==> src/rtl/id_issue_scheduler_if.sv <==
// Decode-to-scheduler bundle: decoded instruction fields, pipeline/branch
// status in, issue control and operand forward selects out.
interface id_issue_scheduler_if;
   logic       id_valid;
   logic [4:0] id_rs1;
   logic [4:0] id_rs2;
   logic       id_rs1_used;
   logic       id_rs2_used;
   logic [4:0] id_rd;
   logic       id_we;
   logic       id_is_load;
   logic       id_is_mdu;
   logic       id_is_ctrl;
   logic       ex_ready;
   logic       mdu_done;
   logic       br_resolve;
   logic       br_taken;

   logic       id_ready;
   logic       issue;
   logic       bubble;
   logic       flush;
   logic [1:0] fwd1_sel;
   logic [1:0] fwd2_sel;
   logic       mdu_timeout;
   logic [1:0] state;

   // Decoder / pipeline side.
   modport master (
      output id_valid, id_rs1, id_rs2, id_rs1_used, id_rs2_used, id_rd, id_we,
             id_is_load, id_is_mdu, id_is_ctrl, ex_ready, mdu_done, br_resolve, br_taken,
      input  id_ready, issue, bubble, flush, fwd1_sel, fwd2_sel, mdu_timeout, state
   );

   // Scheduler side.
   modport slave (
      input  id_valid, id_rs1, id_rs2, id_rs1_used, id_rs2_used, id_rd, id_we,
             id_is_load, id_is_mdu, id_is_ctrl, ex_ready, mdu_done, br_resolve, br_taken,
      output id_ready, issue, bubble, flush, fwd1_sel, fwd2_sel, mdu_timeout, state
   );
endinterface

==> src/rtl/id_issue_scheduler.sv <==
// Decode-stage issue scheduler: tracks EX/MEM/WB writers for forwarding and
// load-use stalls, blocks issue while MDU or control ops are outstanding.
module id_issue_scheduler #(
   parameter int FLUSH_CYC = 2,
   parameter int MDU_MAX   = 64,
   parameter int CW        = 7
) (
   input logic                clk,
   input logic                reset,
   id_issue_scheduler_if.slave sif
);

   typedef enum logic [1:0] {
      ST_RUN       = 2'd0,
      ST_MDU_WAIT  = 2'd1,
      ST_CTRL_WAIT = 2'd2,
      ST_FLUSH     = 2'd3
   } state_e;

   typedef struct packed {
      logic       v;
      logic [4:0] rd;
      logic       we;
      logic       ld;
   } trk_t;

   localparam logic [CW-1:0] MDU_LAST   = CW'(MDU_MAX - 1);
   localparam logic [CW-1:0] FLUSH_LAST = CW'(FLUSH_CYC - 1);

   state_e        state_q, state_d;
   logic [CW-1:0] cnt_q, cnt_d;
   logic          mdu_timeout_q, mdu_timeout_d;
   trk_t          ex_q, ex_d;
   trk_t          mem_q, mem_d;
   trk_t          wb_q, wb_d;

   logic          hz;
   logic          id_ready_c;
   logic          issue_c;
   logic          bubble_c;
   logic          flush_c;
   logic [1:0]    fwd1_c;
   logic [1:0]    fwd2_c;

   function automatic logic hit(trk_t e, logic [4:0] rs);
      return e.v & e.we & (e.rd == rs) & (rs != 5'd0);
   endfunction

   // Youngest writer wins: EX, then MEM, then WB.
   function automatic logic [1:0] fwd_pick(logic [4:0] rs, logic used,
                                           trk_t ex, trk_t mem, trk_t wb);
      if (!used)             return 2'd0;
      else if (hit(ex, rs))  return 2'd1;
      else if (hit(mem, rs)) return 2'd2;
      else if (hit(wb, rs))  return 2'd3;
      else                   return 2'd0;
   endfunction

   // Only a load still in EX stalls; once it reaches MEM its data forwards.
   assign hz = (sif.id_rs1_used & hit(ex_q, sif.id_rs1) & ex_q.ld) |
               (sif.id_rs2_used & hit(ex_q, sif.id_rs2) & ex_q.ld);

   assign fwd1_c     = fwd_pick(sif.id_rs1, sif.id_rs1_used, ex_q, mem_q, wb_q);
   assign fwd2_c     = fwd_pick(sif.id_rs2, sif.id_rs2_used, ex_q, mem_q, wb_q);
   assign id_ready_c = (state_q == ST_RUN) & sif.ex_ready & ~hz;
   assign issue_c    = sif.id_valid & id_ready_c;
   assign bubble_c   = sif.ex_ready & ~issue_c;
   assign flush_c    = (state_q == ST_FLUSH) |
                       ((state_q == ST_CTRL_WAIT) & sif.br_resolve & sif.br_taken);

   assign sif.id_ready    = reset & id_ready_c;
   assign sif.issue       = reset & issue_c;
   assign sif.bubble      = reset & bubble_c;
   assign sif.flush       = reset & flush_c;
   assign sif.fwd1_sel    = reset ? fwd1_c : 2'd0;
   assign sif.fwd2_sel    = reset ? fwd2_c : 2'd0;
   assign sif.mdu_timeout = mdu_timeout_q;
   assign sif.state       = state_q;

   always_comb begin
      // NOTE: every always_comb target gets a default first so no path infers a latch.
      state_d       = state_q;
      cnt_d         = cnt_q;
      mdu_timeout_d = 1'b0;
      unique case (state_q)
         ST_RUN: begin
            if (issue_c && sif.id_is_mdu) begin
               state_d = ST_MDU_WAIT;
               cnt_d   = '0;
            end else if (issue_c && sif.id_is_ctrl) begin
               state_d = ST_CTRL_WAIT;
            end
         end
         ST_MDU_WAIT: begin
            cnt_d = cnt_q + 1'b1;
            if (sif.mdu_done) begin
               state_d = ST_RUN;
            end else if (cnt_q == MDU_LAST) begin
               state_d       = ST_RUN;
               mdu_timeout_d = 1'b1;
            end
         end
         ST_CTRL_WAIT: begin
            if (sif.br_resolve && sif.br_taken) begin
               state_d = ST_FLUSH;
               cnt_d   = '0;
            end else if (sif.br_resolve) begin
               state_d = ST_RUN;
            end
         end
         ST_FLUSH: begin
            cnt_d = cnt_q + 1'b1;
            if (cnt_q == FLUSH_LAST) state_d = ST_RUN;
         end
         default: state_d = ST_RUN;
      endcase
   end

   always_comb begin
      ex_d  = ex_q;
      mem_d = mem_q;
      wb_d  = wb_q;
      if (sif.ex_ready) begin
         wb_d  = mem_q;
         mem_d = ex_q;
         ex_d  = issue_c ? '{v: 1'b1, rd: sif.id_rd, we: sif.id_we, ld: sif.id_is_load}
                         : '0;
      end
   end

   // NOTE: sequential state uses non-blocking assignments so all flops update together.
   always_ff @(posedge clk) begin
      if (!reset) begin
         state_q       <= ST_RUN;
         cnt_q         <= '0;
         mdu_timeout_q <= 1'b0;
         ex_q          <= '0;
         mem_q         <= '0;
         wb_q          <= '0;
      end else begin
         state_q       <= state_d;
         cnt_q         <= cnt_d;
         mdu_timeout_q <= mdu_timeout_d;
         ex_q          <= ex_d;
         mem_q         <= mem_d;
         wb_q          <= wb_d;
      end
   end

endmodule

==> src/flat_wrapper.sv <==
// flat-port wrapper written by rule: the top's interface ports become plain ports
module id_issue_scheduler_flat 
#(
   parameter int FLUSH_CYC = 2,
   parameter int MDU_MAX   = 64,
   parameter int CW        = 7
)
  (clk, reset, sif_id_valid, sif_id_rs1, sif_id_rs2, sif_id_rs1_used, sif_id_rs2_used, sif_id_rd, sif_id_we, sif_id_is_load, sif_id_is_mdu, sif_id_is_ctrl, sif_ex_ready, sif_mdu_done, sif_br_resolve, sif_br_taken, sif_id_ready, sif_issue, sif_bubble, sif_flush, sif_fwd1_sel, sif_fwd2_sel, sif_mdu_timeout, sif_state);
  id_issue_scheduler_if sif_i ();
  input logic clk;
  input logic reset;
  input wire logic [$bits(sif_i.id_valid)-1:0] sif_id_valid;
  input wire logic [$bits(sif_i.id_rs1)-1:0] sif_id_rs1;
  input wire logic [$bits(sif_i.id_rs2)-1:0] sif_id_rs2;
  input wire logic [$bits(sif_i.id_rs1_used)-1:0] sif_id_rs1_used;
  input wire logic [$bits(sif_i.id_rs2_used)-1:0] sif_id_rs2_used;
  input wire logic [$bits(sif_i.id_rd)-1:0] sif_id_rd;
  input wire logic [$bits(sif_i.id_we)-1:0] sif_id_we;
  input wire logic [$bits(sif_i.id_is_load)-1:0] sif_id_is_load;
  input wire logic [$bits(sif_i.id_is_mdu)-1:0] sif_id_is_mdu;
  input wire logic [$bits(sif_i.id_is_ctrl)-1:0] sif_id_is_ctrl;
  input wire logic [$bits(sif_i.ex_ready)-1:0] sif_ex_ready;
  input wire logic [$bits(sif_i.mdu_done)-1:0] sif_mdu_done;
  input wire logic [$bits(sif_i.br_resolve)-1:0] sif_br_resolve;
  input wire logic [$bits(sif_i.br_taken)-1:0] sif_br_taken;
  output wire logic [$bits(sif_i.id_ready)-1:0] sif_id_ready;
  output wire logic [$bits(sif_i.issue)-1:0] sif_issue;
  output wire logic [$bits(sif_i.bubble)-1:0] sif_bubble;
  output wire logic [$bits(sif_i.flush)-1:0] sif_flush;
  output wire logic [$bits(sif_i.fwd1_sel)-1:0] sif_fwd1_sel;
  output wire logic [$bits(sif_i.fwd2_sel)-1:0] sif_fwd2_sel;
  output wire logic [$bits(sif_i.mdu_timeout)-1:0] sif_mdu_timeout;
  output wire logic [$bits(sif_i.state)-1:0] sif_state;
  assign sif_i.id_valid = sif_id_valid;
  assign sif_i.id_rs1 = sif_id_rs1;
  assign sif_i.id_rs2 = sif_id_rs2;
  assign sif_i.id_rs1_used = sif_id_rs1_used;
  assign sif_i.id_rs2_used = sif_id_rs2_used;
  assign sif_i.id_rd = sif_id_rd;
  assign sif_i.id_we = sif_id_we;
  assign sif_i.id_is_load = sif_id_is_load;
  assign sif_i.id_is_mdu = sif_id_is_mdu;
  assign sif_i.id_is_ctrl = sif_id_is_ctrl;
  assign sif_i.ex_ready = sif_ex_ready;
  assign sif_i.mdu_done = sif_mdu_done;
  assign sif_i.br_resolve = sif_br_resolve;
  assign sif_i.br_taken = sif_br_taken;
  assign sif_id_ready = sif_i.id_ready;
  assign sif_issue = sif_i.issue;
  assign sif_bubble = sif_i.bubble;
  assign sif_flush = sif_i.flush;
  assign sif_fwd1_sel = sif_i.fwd1_sel;
  assign sif_fwd2_sel = sif_i.fwd2_sel;
  assign sif_mdu_timeout = sif_i.mdu_timeout;
  assign sif_state = sif_i.state;
  id_issue_scheduler #(.FLUSH_CYC(FLUSH_CYC), .MDU_MAX(MDU_MAX), .CW(CW)) u_core (.clk(clk), .reset(reset), .sif(sif_i));
endmodule
==> config.mk <==
export PLATFORM = sky130hd
export DESIGN_NAME = id_issue_scheduler_flat
export DESIGN_NICKNAME = d
export VERILOG_FILES = /design/src/rtl/id_issue_scheduler_if.sv /design/src/rtl/id_issue_scheduler.sv /design/src/flat_wrapper.sv
export SDC_FILE = /design/constraint.sdc
export NUM_CORES = 1
export LEC_CHECK = 0
export ABC_AREA = 0
export BUFFER_PORTS_ARGS = -buffer_cell sky130_fd_sc_hd__buf_2
export CORE_UTILIZATION = 50
export CTS_CLUSTER_SIZE = 16
export DETAILED_ROUTE_END_ITERATION = 12
export GPL_TIMING_DRIVEN = 1
export PLACE_DENSITY = 0.74
export SETUP_SLACK_MARGIN = 0.5
export SYNTH_ARGS = -nofsm -noshare
export SYNTH_HDL_FRONTEND = slang
export SYNTH_SLANG_ARGS = --single-unit
==> constraint.sdc <==
create_clock -name clk -period 5.4 [get_ports clk]
set_input_delay 0.27 -clock clk [delete_from_list [all_inputs] [get_ports clk]]
set_output_delay 0.27 -clock clk [all_outputs]
set_load 0.05 [all_outputs]
==> impl_metrics.toml, run 1 <==
[synthesis]
mapped_avg_cell_area_um2 = 8.67
synth.yosys.seq_area_share = 0.337
synth_nets = 249
syn_inst = 219
compound_gate_portion_of_the_synthesized_area = 0.148
netlist_area_um2 = 1900
synth_mux_area_frac = 0.0738
synth_seq_cells = 32
post_synth_and_or_nand_nor_area_fraction = 0.262
synthArstFlopShare = 0
ys.warnings.count = 0
synth_enable_flop_cells = 0
synth.distinct_cells = 48
dominant_combinational_cell_family_by_area_after_synthesis = "simple AND/OR/NAND/NOR gates"
synth-adder-area-share = 0.0132
yosys.area_share.xor_xnor = 0.125
postSynth.topFlopCell = "dfxtp_1"

[clocking]
cts_hold_buf = 0
worstSkewPairLatency_ns = 0.28
cts_setup_buffers = 0
ctsRootBufferMaster = "clkbuf_8"
post_cts_resize_count = 0
tritoncts = "built"
cts_htree_levels = 2
cts_sinks = 32
number_of_buffers_created_by_cts = 5
buffers_from_clock_root_to_sink_at_most = 2
clock_transition_at_the_register_clock_pins_on_the_worst_setup_and_hold_paths_after_cts_ns = 0.07

[drt]
firstDrtPassIters = 4
vias = 1681
drt_first_iter_violations = 161
detail_route.drc_violations = 0
route.detailed.vias_per_inst = 5.55
remaining_number_of_nets_flagged_by_the_antenna_check_after_routing = 0
drt_wl_total_mm = 4.29
routed_wire_length_per_instance_um = 14.2

[pwr]
worst_supply_voltage_drop_on_vdd_mv = 0.183
power_density_nw_per_um2 = 320
leakagePower_nw = 0.872

[critical_path]
critical_path.reg2reg.startpoint = "u_core.sif.state[0]"
crit_type = "input port to output pin"
timing.critical_path.to_type = "output pin"
timing.critical_path.fanout_max = 10
critPathLaunchType = "input port"
critical_path_arrival_ns = 2.32
worstSetupStartpoint = "sif_id_rs1[3]"
crit_required_ns = 5.13

[global_routing]
grt_antenna_before_repair = 0
grt_overflow_total = 0
first_global_vias = 1545
grt_max_degree = 32
grt_first_pass_wirelength_mm = 7.00
groute.usage.overall = 0.226

[floorplan]
fp.coreArea_um2 = 3660
floorplan.rows = 22
die-width_um = 63.6
die_area_um2 = 4050
fp.dieH_um = 63.6
io-pin-count = 39
initial_utilization = 0.519

[sta]
rsz_0062_raised_after_global_routing = "false"
layout_worst_path_cycle_share = 0.480
max-slew-margin-rel = 0.586
fin_tns_setup_ns = 0
final_skew_ns = 0.00721
finalSetupViolCount = 0
post-route-min-period_ns = 2.59
slew_viol_final = 0
fmax_mhz = 386
finalHoldViolations = 0
fin_ws_ns = 2.81
worst_slew_pin_slew_ns = 0.606

[min_path]
hold_path_class = "input port to flop"
worstHoldStart = "sif_id_rd[2]"

[cells_and_area]
area_growth_pct = 16.7
diodes_inserted = 0
layout_cell_share_with_drive_strength_beyond_1 = 0.208
nets = 284

[flow_run]
drv.max_cap_violation_count = 0

[run_status]
status = "finished, final reports clean"

[placement]
gp_routability_congestion = 0.959
dp_hpwl_mm = 3.22
place_ws_ns = 2.83
place.port_buffers = 38
==> final timing paths <==
path         cells after the start                   to  slack (ns)
min                              2       u_core.ex_q[4]        0.20
min reg2reg                      2       u_core.wb_q[7]        0.52
max reg2reg                      5  u_core.sif.state[1]        3.28
max                              7            sif_issue        2.81
==> worst max-delay path: stages <==
cell and delay, ns:
buf_2 0.13, or4_1 0.51, nor2_1 0.16, nor4_1 0.11, a32o_2 0.33, nor4_4 0.45
buf_2 0.35
==> per-stage QoR <==
step | instance area (um2) | util | power [mW] | cells | hold slack [ns]
floorplan | 1900 | - | 0.439 | 219 | 0.403
global placement | 2100 | 0.575 | 0.488 | 295 | 0.486
detailed placement | 2100 | 0.575 | 0.489 | 295 | 0.490
CTS | 2220 | 0.605 | 0.715 | 303 | 0.193
global route | 2220 | 0.605 | 0.753 | 303 | 0.188
finish | 2220 | 0.605 | 0.710 | 303 | 0.203
==> registers in the layout, indices dropped and copies added, names as in the netlist <==
name and cells:
u_core.ex_q 8, u_core.cnt_q 7, u_core.mem_q 7, u_core.wb_q 7, u_core.sif.state 2, u_core.sif.mdu_timeout 1
==> power breakdown <==
part	internal, mW	total (mW)	switching, mW
Combinational	0.0735	0.186	0.113
Sequential	0.255	0.299	0.0442
Clock	0.136	0.225	0.0884
==> routing by layer <==
| metal | track usage | share of wire | vias to the layer above | wire (um) |
|---|---|---|---|---|
| li1 | - | - | 845 | - |
| met1 | 0.313 | 0.48 | 786 | 2060 |
| met2 | 0.332 | 0.46 | 46 | 1960 |
| met3 | 0.0598 | 0.053 | 4 | 227 |
| met4 | 0.0795 | 0.011 | 0 | 48 |
| met5 | 0 | 0 | - | 0 |
==> cells in the mapped netlist, drive strengths merged (2+ instances only) <==
cell type	instances	area (um2)
ha	2	25.0
nor2	19	78.8
dfxtp	32	641
and2	2	12.5
a22o	7	61.3
and3	2	12.5
a2111oi	2	17.5
buf	2	15.0
mux2i	14	140
nand2	12	45.0
o211ai	2	15.0
xnor2	19	166
o21a	2	15.0
nor2b	19	119
o22ai	3	18.8
nor3	3	20.0
a21oi	5	25.0
clkbuf	8	30.0
xor2	8	70.1
or4	4	38.8
nand3	9	45.0
inv	9	33.8
a21o	2	15.0
nand4	3	18.8
o21ai	4	20.0
nand2b	4	25.0
nor4	6	52.6
==> layout by cell type (no fill, tap or decap), types with 3 or more instances in the layout <==
master    instances
nor2b_1          19
buf_2            38
nand2_1          12
nand2b_1          4
clkbuf_8          5
xor2_1            8
a21oi_1           5
nand3_1           9
mux2i_1          14
nor4_1            5
dfxtp_1          32
a22o_1            7
o22ai_1           3
nand4_1           3
inv_1             9
xnor2_1          19
nor2_1           18
o21ai_0           4
==> logic make-up (layout without fill, tap and decap cells) <==
family,after synthesis,count (layout)
xor gates and xnor gates,27,27
adders and majority gates,2,2
DFF,32,32
AOI/OAI and AO/OA,38,38
and+or+nand+nor,87,87
buffers and inverters,19,55
muxes,14,14
==> layout make-up <==
class                      count  area, um2
clock inverter                 3       42.5
sequential                    32        641
tap                           48       60.1
inverter                       9       33.8
timing repair buffer          38        190
clock buffer                   5       68.8
fill                         329       1450
multi-input combinational    168       1180
No activity file was read; power rests on OpenSTA's default activity.
==> run 2: changes to the inputs <==
- CORE_UTILIZATION: 50 -> 49
- PLACE_DENSITY: 0.74 -> 0.75
- clock period: 5.4 -> 2.2 ns (I/O delays scaled with it)
==> run 2 against run 1 <==
Effect of this change: cell area is 27% higher; cell count is 6.6% higher; global-route usage is 7.1 points higher; sequential power is 130% higher; die area is 2.0% higher; count of clock-buffer cells in the layout is 2 higher; largest cell class unchanged; power grew to 2.9 times the previous value; wire length is 35% higher; first-iteration DRC count is 32% lower; sequential cell count stayed put; register-to-register slack worse by 3.1 ns.
==> impl_metrics.toml, run 2 (synthesis results as in run 1) <==
[placement]
gp_routability_congestion = 0.953
place.detailed.instances = 302
dp_hpwl_mm = 3.39
placement.cell_area_um2 = 2220
place.port_buffers = 38

[critical_path]
crit_type = "flop to output pin"
cpMaxStageDelayCell = "dfxtp_4"
critical_path_arrival_ns = 1.94
cp_cell_sequence = "xor2_1 -> a211o_1 -> nor3_4 -> a32o_2 -> nor3_1 -> a21oi_4 -> buf_6"
crit_required_ns = 2.09
critPathLaunchType = "flop"
timing.critical_path.to_type = "output pin"
timing.critical_path.fanout_max = 4
critical-path-max-stage-delay_ns = 0.39
cpLargestDelayFamily = "compound AO/OA/AOI/OAI gates"
critical_path_buf_inv_count = 1

[cells_and_area]
ff_latch_area_um2 = 682
largest_register_ffs = 8
postLayoutCoreUtil = 0.766
layout_cell_share_with_drive_strength_beyond_1 = 0.491
n_fill_cell = 243
multi_input_area_um2 = 1500
max_flop_register = "u_core.ex_q"
finalNonFillerCells = 323
nets = 304
final_cell_area_um2 = 2830
area_growth_pct = 48.7
diodes_inserted = 0
layout_common_cells = "buf_2, nor2b_1, xnor2_1, mux2i_1"
mostFrequentLayoutCell = "buf_2"

[sta]
slew_viol_final = 0
final_skew_ns = 0.00622
hold_slack_ns = 0.0353
worst_slew_pin_slew_ns = 0.608
fmax_mhz = 487
finalSetupViolCount = 0
finalHoldViolations = 0
fin_tns_setup_ns = 0
post-route-min-period_ns = 2.05
rsz_0062_raised_after_global_routing = "true"
max-slew-margin-rel = 0.593
layout_worst_path_cycle_share = 0.932

[clocking]
worstSkewPairLatency_ns = 0.30
ctsRootBufferMaster = "clkbuf_8"
tritoncts = "built"
number_of_buffers_created_by_cts = 5
cts_htree_levels = 2
cts_sinks = 32
clock_transition_at_the_register_clock_pins_on_the_worst_setup_and_hold_paths_after_cts_ns = 0.07
cts_hold_buf = 0
buffers_from_clock_root_to_sink_at_most = 2

[floorplan]
floorplan.rows = 22
die-width_um = 64.3
io-pin-count = 39
fp.coreArea_um2 = 3690
initial_utilization = 0.515
fp.dieH_um = 64.3
die_area_um2 = 4130

[drt]
detail_route.drc_violations = 0
route.detailed.vias_per_inst = 5.86
remaining_number_of_nets_flagged_by_the_antenna_check_after_routing = 0
vias = 1894
firstDrtPassIters = 4
routed_wire_length_per_instance_um = 18.0
drt_first_iter_violations = 109
drt_wl_total_mm = 5.80

[flow_run]
drv.max_cap_violation_count = 0

[global_routing]
grt_overflow_total = 0
grt_first_pass_wirelength_mm = 9.07
groute.usage.overall = 0.297
first_global_vias = 1867
grt_antenna_before_repair = 0
grt_max_degree = 21

[run_status]
status = "finished, final reports clean"

[pwr]
leakagePower_nw = 1.06
power_density_nw_per_um2 = 720
worst_supply_voltage_drop_on_vdd_mv = 0.412

[min_path]
hold_path_class = "input port to flop"
==> run 2: changes by cell type in the layout (fill, tap and decap cells not counted), sizes merged <==
cell / change
buf: +20
clkbuf: +2
clkinv: -1
clkinvlp: -1
==> run 2: through the flow <==
stage,total power [mW],setup slack [ns]
global route,2.12,0.0942
floorplan,1.11,-0.0141
detailed placement,1.27,0.0701
global placement,1.27,0.0911
finish,2.03,0.149
CTS,1.97,0.201
==> run 2: per-layer routing <==
metal	global-route usage	wire length, um	share of wire
met5	0	0	0
met2	0.497	2880	0.50
met3	0.0732	298	0.051
met4	0.158	218	0.038
met1	0.344	2410	0.41
==> run 2: repair_timing <==
action | in CTS | in global routing
setup buffers | 12 | 1
setup endpoints to repair | 24 | 24
pin swaps | 30 | 10
gates resized for setup | 82 | 20
==> run 2: worst register-to-register path, cell delays in order, from the launching register on <==
cell and delay [ns]:
dfxtp_4 0.39, xor2_1 0.17, a211o_1 0.16, nor3_4 0.05, a32o_2 0.30, buf_6 0.13
buf_4 0.13, buf_6 0.11, buf_8 0.13, nor4_2 0.21, o21a_1 0.16
==> run 2: final timing paths <==
| kind | startpoint | end | slack (ns) | cells past startpoint |
|---|---|---|---|---|
| worst max-delay path | u_core.ex_q[5] | sif_bubble | 0.15 | 7 |
| worst min-delay path | sif_id_is_load | u_core.ex_q[0] | 0.04 | 2 |
| worst max register to register | u_core.ex_q[5] | u_core.ex_q[7] | 0.20 | 10 |
| worst min register to register | u_core.ex_q[1] | u_core.ex_q[1] | 0.50 | 1 |
==> run 2: cell type report <==
type / count / share of cell area
Timing Repair Buffer: 58 / 0.149
Multi-Input combinational cell: 168 / 0.531
Sequential cell: 32 / 0.241
Clock inverter: 1 / 0.0106
Clock buffer: 7 / 0.0341
Inverter: 9 / 0.0120
Tap cell: 48 / 0.0213
==> run 2: power breakdown <==
part | switching, mW | internal, mW
logic | 0.430 | 0.276
clock network | 0.231 | 0.399
registers | 0.0656 | 0.631
